--- src/rtl/mem_bus_pkg.sv ---
// mem_bus_pkg: shared types for the peripheral memory bus initiator (FSM states, command record, data width)
package mem_bus_pkg;

   localparam int MEM_DATA_W = 32;

   typedef enum logic [1:0] {
      IDLE,
      ISSUE,
      RESP
   } state_t;

   typedef struct packed {
      logic                  we;
      logic [31:0]           addr;
      logic [MEM_DATA_W-1:0] wdata;
   } cmd_t;

endpackage

--- src/rtl/mem_cmd_fifo.sv ---
// mem_cmd_fifo: synchronous FIFO of bus commands, head visible combinationally
module mem_cmd_fifo
   import mem_bus_pkg::*;
#(
   parameter int FIFO_DEPTH = 2
) (
   input  logic clk,
   input  logic resetn,
   input  logic i_push,
   input  cmd_t i_data,
   input  logic i_pop,
   output logic o_full,
   output logic o_empty,
   output cmd_t o_head
);

   localparam int AW = $clog2(FIFO_DEPTH);

   logic [AW:0] r_wr;
   logic [AW:0] r_rd;
   cmd_t        r_mem [FIFO_DEPTH];
   logic        w_push;
   logic        w_pop;

   assign o_empty = r_wr == r_rd;
   assign o_full  = (r_wr[AW] != r_rd[AW]) && (r_wr[AW-1:0] == r_rd[AW-1:0]);
   assign w_push  = i_push && !o_full;
   assign w_pop   = i_pop && !o_empty;
   assign o_head  = r_mem[r_rd[AW-1:0]];

   // Pointers carry one extra bit so equal indices distinguish full from empty
   always_ff @(posedge clk or negedge resetn)
      if (!resetn) begin
         r_wr <= '0;
         r_rd <= '0;
      end else begin
         if (w_push) r_wr <= r_wr + (AW+1)'(1);
         if (w_pop)  r_rd <= r_rd + (AW+1)'(1);
      end

   // Storage needs no reset: entries are only read after being written
   always_ff @(posedge clk)
      if (w_push) r_mem[r_wr[AW-1:0]] <= i_data;

endmodule

--- src/rtl/mem_initiator.sv ---
// mem_initiator: valid/ready bus master, one outstanding transaction; optional timeout via MEM_INITIATOR_TIMEOUT_EN
module mem_initiator
   import mem_bus_pkg::*;
#(
   parameter int FIFO_DEPTH     = 2,
   parameter int TIMEOUT_CYCLES = 255
) (
   input  logic                  clk,
   input  logic                  resetn,
   input  logic                  cmd_valid,
   output logic                  cmd_ready,
   input  logic                  cmd_we,
   input  logic [31:0]           cmd_addr,
   input  logic [MEM_DATA_W-1:0] cmd_wdata,
   output logic                  rsp_valid,
   input  logic                  rsp_ready,
   output logic [MEM_DATA_W-1:0] rsp_rdata,
   output logic                  rsp_err,
   output logic                  mem_valid,
   input  logic                  mem_ready,
   output logic                  mem_we,
   output logic [31:0]           mem_addr,
   output logic [MEM_DATA_W-1:0] mem_wdata,
   input  logic [MEM_DATA_W-1:0] mem_rdata
);

   state_t r_state;
   cmd_t   w_head;
   logic   w_full;
   logic   w_empty;
   logic   w_pop;

   // A new transaction starts from IDLE, or straight from RESP as the response drains,
   // which keeps one idle bus cycle between transactions while sustaining 3 cycles each
   assign w_pop     = !w_empty && (r_state == IDLE || (r_state == RESP && rsp_ready));
   assign cmd_ready = !w_full;

   mem_cmd_fifo #(
      .FIFO_DEPTH(FIFO_DEPTH)
   ) u_fifo (
      .clk    (clk),
      .resetn (resetn),
      .i_push (cmd_valid),
      .i_data ({cmd_we, cmd_addr, cmd_wdata}),
      .i_pop  (w_pop),
      .o_full (w_full),
      .o_empty(w_empty),
      .o_head (w_head)
   );

`ifdef MEM_INITIATOR_TIMEOUT_EN
   localparam int CW = $clog2(TIMEOUT_CYCLES + 1);
   logic [CW-1:0] r_cnt;
`else
   logic w_unused_timeout;
   assign w_unused_timeout = TIMEOUT_CYCLES != 0;
`endif

   // Transaction FSM: issue from FIFO head, wait for ready (or timeout), hold response until taken
   always_ff @(posedge clk or negedge resetn)
      if (!resetn) begin
         r_state   <= IDLE;
         rsp_valid <= 1'b0;
         rsp_rdata <= '0;
         rsp_err   <= 1'b0;
         mem_valid <= 1'b0;
         mem_we    <= 1'b0;
         mem_addr  <= '0;
         mem_wdata <= '0;
`ifdef MEM_INITIATOR_TIMEOUT_EN
         r_cnt     <= '0;
`endif
      end else begin
         case (r_state)
            IDLE: ;
            ISSUE:
               if (mem_ready) begin
                  rsp_rdata <= mem_we ? '0 : mem_rdata;
                  rsp_err   <= 1'b0;
                  rsp_valid <= 1'b1;
                  mem_valid <= 1'b0;
                  mem_we    <= 1'b0;
                  r_state   <= RESP;
               end
`ifdef MEM_INITIATOR_TIMEOUT_EN
               else if (r_cnt == CW'(TIMEOUT_CYCLES - 1)) begin
                  rsp_rdata <= '0;
                  rsp_err   <= 1'b1;
                  rsp_valid <= 1'b1;
                  mem_valid <= 1'b0;
                  mem_we    <= 1'b0;
                  r_state   <= RESP;
               end else
                  r_cnt <= r_cnt + CW'(1);
`endif
            RESP:
               if (rsp_ready) begin
                  rsp_valid <= 1'b0;
                  r_state   <= IDLE;
               end
            default: r_state <= IDLE;
         endcase
         if (w_pop) begin
            mem_valid <= 1'b1;
            mem_we    <= w_head.we;
            mem_addr  <= w_head.addr;
            mem_wdata <= w_head.wdata;
            r_state   <= ISSUE;
`ifdef MEM_INITIATOR_TIMEOUT_EN
            r_cnt     <= '0;
`endif
         end
      end

endmodule

--- config.mk ---
export PLATFORM = sky130hd
export DESIGN_NAME = mem_initiator
export DESIGN_NICKNAME = d
export VERILOG_FILES = /design/src/rtl/mem_bus_pkg.sv /design/src/rtl/mem_cmd_fifo.sv /design/src/rtl/mem_initiator.sv
export SDC_FILE = /design/constraint.sdc
export NUM_CORES = 1
export LEC_CHECK = 0
export BUFFER_PORTS_ARGS = -buffer_cell sky130_fd_sc_hd__buf_2
export CAP_MARGIN = 15
export CORE_ASPECT_RATIO = 0.7
export CORE_MARGIN = 2
export CORE_UTILIZATION = 54
export DETAILED_ROUTE_END_ITERATION = 16
export HOLD_SLACK_MARGIN = 0.02
export PLACE_DENSITY = 0.9
export SYNTH_ARGS = -nofsm -noshare
export SYNTH_HDL_FRONTEND = slang
export SYNTH_SLANG_ARGS = --single-unit
--- constraint.sdc ---
create_clock -name clk -period 4.75 [get_ports clk]
set_input_delay 0.2375 -clock clk [delete_from_list [all_inputs] [get_ports clk]]
set_output_delay 0.2375 -clock clk [all_outputs]
set_load 0.005 [all_outputs]
# Yosys cells after proc, flatten, opt, wreduce, memory -nomap -nowiden
# Memories as Yosys holds them, arrays and structs flattened.
# Index checks and enable logic that the tools add are counted.
# op_classes
n_mux,14
n_addsub,2
n_reduce_logical,16
n_eq_ne,10
# ops
op,count
32-bit 2-to-1 mux,1
1-bit 2-to-1 mux,8
2-bit 2-to-1 mux,3
3-bit by 2-bit != test with 1-bit output (second input constant),2
2-bit one-hot mux with 3 select lines,1
3-bit AND reduction,2
2-bit nonzero test,3
1-bit logical AND,5
2-bit by 1-bit adder with 2-bit output (second input constant),2
2-bit != test (second input constant),2
2-bit AND reduction,2
2-bit by 1-bit equality test with 1-bit output (second input constant),1
2-bit equality test,1
2-bit equality test (second input constant),1
1-bit logical NOT,2
2-bit logical NOT,1
2-bit by 1-bit != test with 1-bit output (second input constant),1
1-bit one-hot mux with 2 select lines,1
1-bit equality test,1
1-bit logical OR,1
1-bit != test,1
# word_totals
register_bits,105
wordCells,52
inputBits,102
memories,1
output_inout_bits,101
mem_bits_rw,130
# memory_table
memory,words,word_bits,rd,rd_clocked_by_memory_dff,write_ports,line_no,rtl
u_fifo.r_mem,2,65,1,0,1,mem_cmd_fifo.sv:21,cmd_t r_mem [FIFO_DEPTH];

# Longest topological paths before layout
# logic_depth
word_depth,6
mapped_depth,6
mapped_depth_nobuf,3

# Cells and area by module
# A second synthesis with hierarchy kept.
# unflattened
hier_cells,528
area_unflattened_um2,9007.4
# by_module_without_submodules
module,seq_area_each_um2,cells_per_inst,area_per_inst_um2,n_inst
mem_cmd_fifo,4003.8,230,4992.3,1
mem_initiator,2527.4,298,4015.1,1

# Least setup slack after synthesis
# No wires, ideal clock.
# synth_path
kind,register to register
startpoint,register u_fifo.r_rd[0]
endpoint,"memory u_fifo.r_mem[0][0] (netlist bit), enable pin"
synth_period_minus_slack_ns,4.272
slack_ns,0.478
setup_ns,0.489
path_stages_with_launch,7
required_time_ns,4.261
arrival_time_ns,3.783
path_buffers,3
path_cell_list,dfrtp_1 > buf_2 > buf_4 > buf_6 > xor2_1 > o21ai_0 > nor2_1
# synth_between
elab_chain_cells,6
# synth_lines
item,line_no,rtl
from (decl),mem_cmd_fifo.sv:20,logic [AW:0] r_rd;
from (signal assigned),mem_cmd_fifo.sv:38,if (w_pop) r_rd <= r_rd + (AW+1)'(1);
1-bit equality test,mem_cmd_fifo.sv:26,assign o_full = (r_wr[AW] != r_rd[AW]) && (r_wr[AW-1:0] == r_rd[AW-1:0]);
1-bit logical AND,mem_cmd_fifo.sv:26,
1-bit logical NOT,mem_cmd_fifo.sv:27,assign w_push = i_push && !o_full;
1-bit logical AND,mem_cmd_fifo.sv:27,
1-bit 2-to-1 mux,mem_cmd_fifo.sv:43,if (w_push) r_mem[r_wr[AW-1:0]] <= i_data;
1-bit 2-to-1 mux (implied by the code),mem_cmd_fifo.sv:43,
to (decl),mem_cmd_fifo.sv:21,
# No other way between the ends.

# Final worst setup path
# layout_path
startpoint,register u_fifo.r_rd[0]
endpoint,register mem_addr[18]
# layout_between
elab_chain_cells,3
elab_cells_between_ends,4
classes_between,eq/ne: 1; reduce/logical: 2; memory: 1
# layout_lines
item,line_no,rtl
2-bit equality test,mem_cmd_fifo.sv:25,assign o_empty = r_wr == r_rd;
1-bit logical NOT,mem_initiator.sv:35,assign w_pop = !w_empty && (r_state == IDLE || (r_state == RESP && rsp_ready));
1-bit logical AND,mem_initiator.sv:35,
to (signal assigned),mem_initiator.sv:106,mem_addr <= w_head.addr;
to (decl),mem_initiator.sv:22,"output logic [31:0] mem_addr,"
# Parallel ways exist; a longest one is shown, timed or not.
# A chain may end at the register's enable or synchronous reset.

==> summary.md <==
| Metric | Value |
|---|---|
| Clk Latency, worst-skew pair | `0.50 ns` |
| Cell count after synthesis | `about 520` |
| Number of antenna violations at the first check in global routing | `3` |
| Clk_skew | `0.0140 ns` |
| First-pass GRT wire length | `30.5 mm` |
| Detail Route Antenna Nets | `0` |
| Placement Rows | `39` |
| Type of destination of the critical path | `register` |
| Portion of total power attributed to the clock network | `21.4%` |
| Setup crit start | `u_fifo.r_rd[0]$_DFFE_PN0P_` |
| Syn. warnings | `0` |
| Clock-pin slew of the registers on the worst-case setup and hold paths | `0.07 ns` |
| Peak VDD IR | `0.357 mV` |
| Maximum number of pins on one net before global-route repair | `between 60 and 70` |
| Commonest non-fill, non-tap cells in the layout | `200 x sky130_fd_sc_hd__buf_2, 130 x sky130_fd_sc_hd__edfxtp_1, 117 x sky130_fd_sc_hd__mux2_2, 104 x sky130_fd_sc_hd__dfrtp_1, 88 x sky130_fd_sc_hd__dlygate4sd3_1` |
| Reg2Reg Depth | `5` |
| Number of violations of the max-capacitance limit | `0` |
| Vias post-DR | `5341` |
| Clock tree root buffer cell | `sky130_fd_sc_hd__clkbuf_16` |
| Total routed wirelength | `19.4 mm` |
| Area of all placed cells without fillers | `0.0116 mm^2` |
| Synthesized flop and latch total | `235` |
| Area overhead of the layout relative to synthesis | `31.2%` |
| Fraction of layout instances using a drive strength above 1 | `43.8%` |
| Largest family of logic cells by synthesized area | `multiplexers` |
| Data arrival time of the critical path | `~3.3 ns` |
| Netlist cell types | `26` |
| Die Span Y | `about 110 um` |
| Compound-cell area share of the yosys netlist | `2.65%` |
| Post-Place Setup Slack | `1.83 ns` |
| Total chip power | `~7.7 mW` |
| Outcome | `completed` |
| Max_slew headroom | `between 30 and 40%` |
| Initial DRC Count | `around 330` |
| Critical path start-end classification | `reg2reg` |
| Die area | `0.0174 mm^2` |
| Total track usage | `22.6%` |
| Upper clock frequency limit | `346 MHz` |
| Synthesized area per cell | `approximately 17 um^2` |
| Leak pwr | `4.81 nW` |
| Routed wirelength normalized by instance count | `18.4 um` |
| Number of setup violations in the final report | `0` |
| Internal power contribution | `5.32 mW` |
| Parity-gate share of the synthesized area counting xor and xnor cells | `0.864%` |
| Vias in the first global route | `approximately 5800` |
| Syn nets | `618` |
| Worst hold path endpoint | `rsp_rdata[8]$_DFFE_PN0P_` |
| Area inside the core boundary | `0.0162 mm^2` |
| Ports | `203` |
| Number of detailed-route iterations in the first pass | `4` |
| Sequential fraction of the synthesis area | `73.9%` |
| Congestion Overflow GR | `0` |
| Switching Fraction | `a little under a third` |
| Clock sink count | `235` |
| Mux contribution to synthesized area | `between 10% and 20%` |
| Share of the cycle needed by the critical path after routing | `60.9%` |
| Fraction of power consumed by combinational cells | `33.3%` |
| Adder and majority cell fraction of the synthesized area | `0%` |
| Crit Path Max Fanout | `36` |
| Final number of max-transition violations | `0` |
| Unrepaired setup endpoints after global routing | `no` |
| Number of buffers inserted by port buffering | `201` |
| Post-detailed-route via-to-cell ratio | `between 5 and 6` |
| Reg-to-reg critical path endpoint | `mem_addr[18]$_DFFE_PN0P_` |
| Final hold viol count | `0` |
| Maximum buffer depth of the clock tree | `3` |
| Sequential power share | `45.3%` |
| Minimum setup slack in the final design | `~1.9 ns` |
| CTS buffer count | `21` |
| Post-synthesis simple-gate area fraction | `4.06%` |
| Number of levels the H-tree was split into | `1` |
| Type of the most critical hold path | `in2reg` |
| Post-layout min period | `2.89 ns` |
| Remaining DRCs | `0` |
| Power per unit of standard cell area | `about 660 mW/mm^2` |
| Critical Path Source Type | `register` |
| Reg-to-reg setup timing slack | `about 1.9 ns` |
| Post-DP HPWL | `~11 mm` |
| Cell Area, Placed | `around 0.010 mm^2` |
| Floorplan die width | `157 um` |
| Global placement routability congestion | `0.854` |
| Worst hold start | `mem_rdata[8]` |
| Startpoint of the worst-slack reg-to-reg timing path | `u_fifo.r_rd[0]$_DFFE_PN0P_` |
| Critical Path RT | `about 5.1 ns` |
| Measured slew at the worst slew-check pin | `approximately 1 ns` |
| Initial core utilization | `54.7%` |
| Switching power of the nets | `about 2.3 mW` |
| Number of nets at the end of the flow | `just over 900` |
| Hold path cells | `3` |
| Most frequent standard cell in the layout excluding fill and tap cells | `sky130_fd_sc_hd__buf_2` |
| Post-synth design cell area | `0.00883 mm^2` |
| Fin Setup TNS | `0 ns` |
| CTS tree | `done` |
| Post CTS Setup Buffer Count | `0` |
kinds of logic after synthesis:
family          after synthesis
other cells                   1
mux                         130
buf+inv                      30
flops                       235
compound gates               41
xor+xnor                      7
simple gates                 72
sequential cells by signal, summed over array words and instances, names as in the netlist:
signal        count
mem_valid         1
r_state           2
rsp_valid         1
u_fifo.r_rd       2
u_fifo.r_wr       2
u_fifo.r_mem    130
mem_addr         32
rsp_rdata        32
mem_wdata        32
mem_we            1
worst max-delay path by stage:
stage	end	slack [ns]	cells past startpoint
4_1_cts	mem_wdata[23]$_DFFE_PN0P_	1.82	5
5_1_grt	mem_wdata[24]$_DFFE_PN0P_	1.67	5
3_3_place_gp	mem_addr[8]$_DFFE_PN0P_	1.91	5
2_1_floorplan	u_fifo.r_mem[0][0]$_DFFE_PP_	0.48	6
3_5_place_dp	mem_wdata[24]$_DFFE_PN0P_	1.83	5
6_report	mem_addr[18]$_DFFE_PN0P_	1.86	5
synthesized netlist by cell type (all sizes together):
cell     number  area share [%]
edfxtp      130              44
mux2        128              16
dfrtp       105              30
nand2        34             1.4
nand2b       33             2.3
o21ai        33             1.9
clkbuf       14            0.59
buf          13             1.2
xnor2         5            0.67
inv           3            0.13
nor2          3            0.13
a21o          2            0.17
a21oi         2            0.11
mux2i         2            0.23
xor2          2            0.20
a2111oi       1           0.099
a211oi        1            0.23
conb          1           0.042
nand3b        1           0.085
nor2b         1           0.071
o211ai        1           0.085
o31ai         1           0.085
per-stage QoR:
stage,hold WS (ns),utilization (%),instances
after global routing,0.0332,71.8,1050
final,0.0314,71.8,1050
after detailed placement,0.274,62.2,922
after floorplan,-0.0581,-,516
after CTS,0.0216,71.7,1047
after global placement,0.255,62.2,922
what timing repair did:
| item | CTS | global route |
|---|---|---|
| endpoints found under the setup margin | 0 | 0 |
| hold buffers | 88 | 0 |
| hold endpoints to repair | 195 | 0 |
| gates resized for setup | 0 | 0 |
power by group through the flow:
stage | clock, mW | sequential, mW | combinational, mW
6_report | 1.64 | 3.47 | 2.55
5_1_grt | 1.75 | 3.55 | 2.77
4_1_cts | 1.67 | 3.46 | 2.56
3_5_place_dp | 0 | 3.48 | 2.49
3_3_place_gp | 0 | 3.43 | 2.36
2_1_floorplan | 0 | 3.38 | 1.71
worst max-delay path: stages (launching register included):
cell	delay, ns
sky130_fd_sc_hd__dfrtp_2	0.88
sky130_fd_sc_hd__buf_4	0.55
sky130_fd_sc_hd__xnor2_2	0.17
sky130_fd_sc_hd__a211oi_4	0.28
sky130_fd_sc_hd__buf_4	0.46
sky130_fd_sc_hd__mux2_2	0.41
layer usage:
metal	up-vias	GRT usage [%]	part of all wire, %
met4	0	8.32	3.2
li1	2460	-	-
met3	49	4.61	5.8
met5	-	0	0
met1	2632	29.1	41
met2	200	38.2	50
cell type report:
cell class | count | area, um^2
Antenna cell | 3 | 7.51
Clock buffer | 33 | 611
Clock inverter | 4 | 52.6
Fill cell | 1027 | 4560
Inverter | 3 | 11.3
Multi-Input combinational cell | 251 | 2140
Sequential cell | 235 | 6530
Tap cell | 225 | 282
Timing Repair Buffer | 296 | 1950
(Power assumes the default switching activity.)
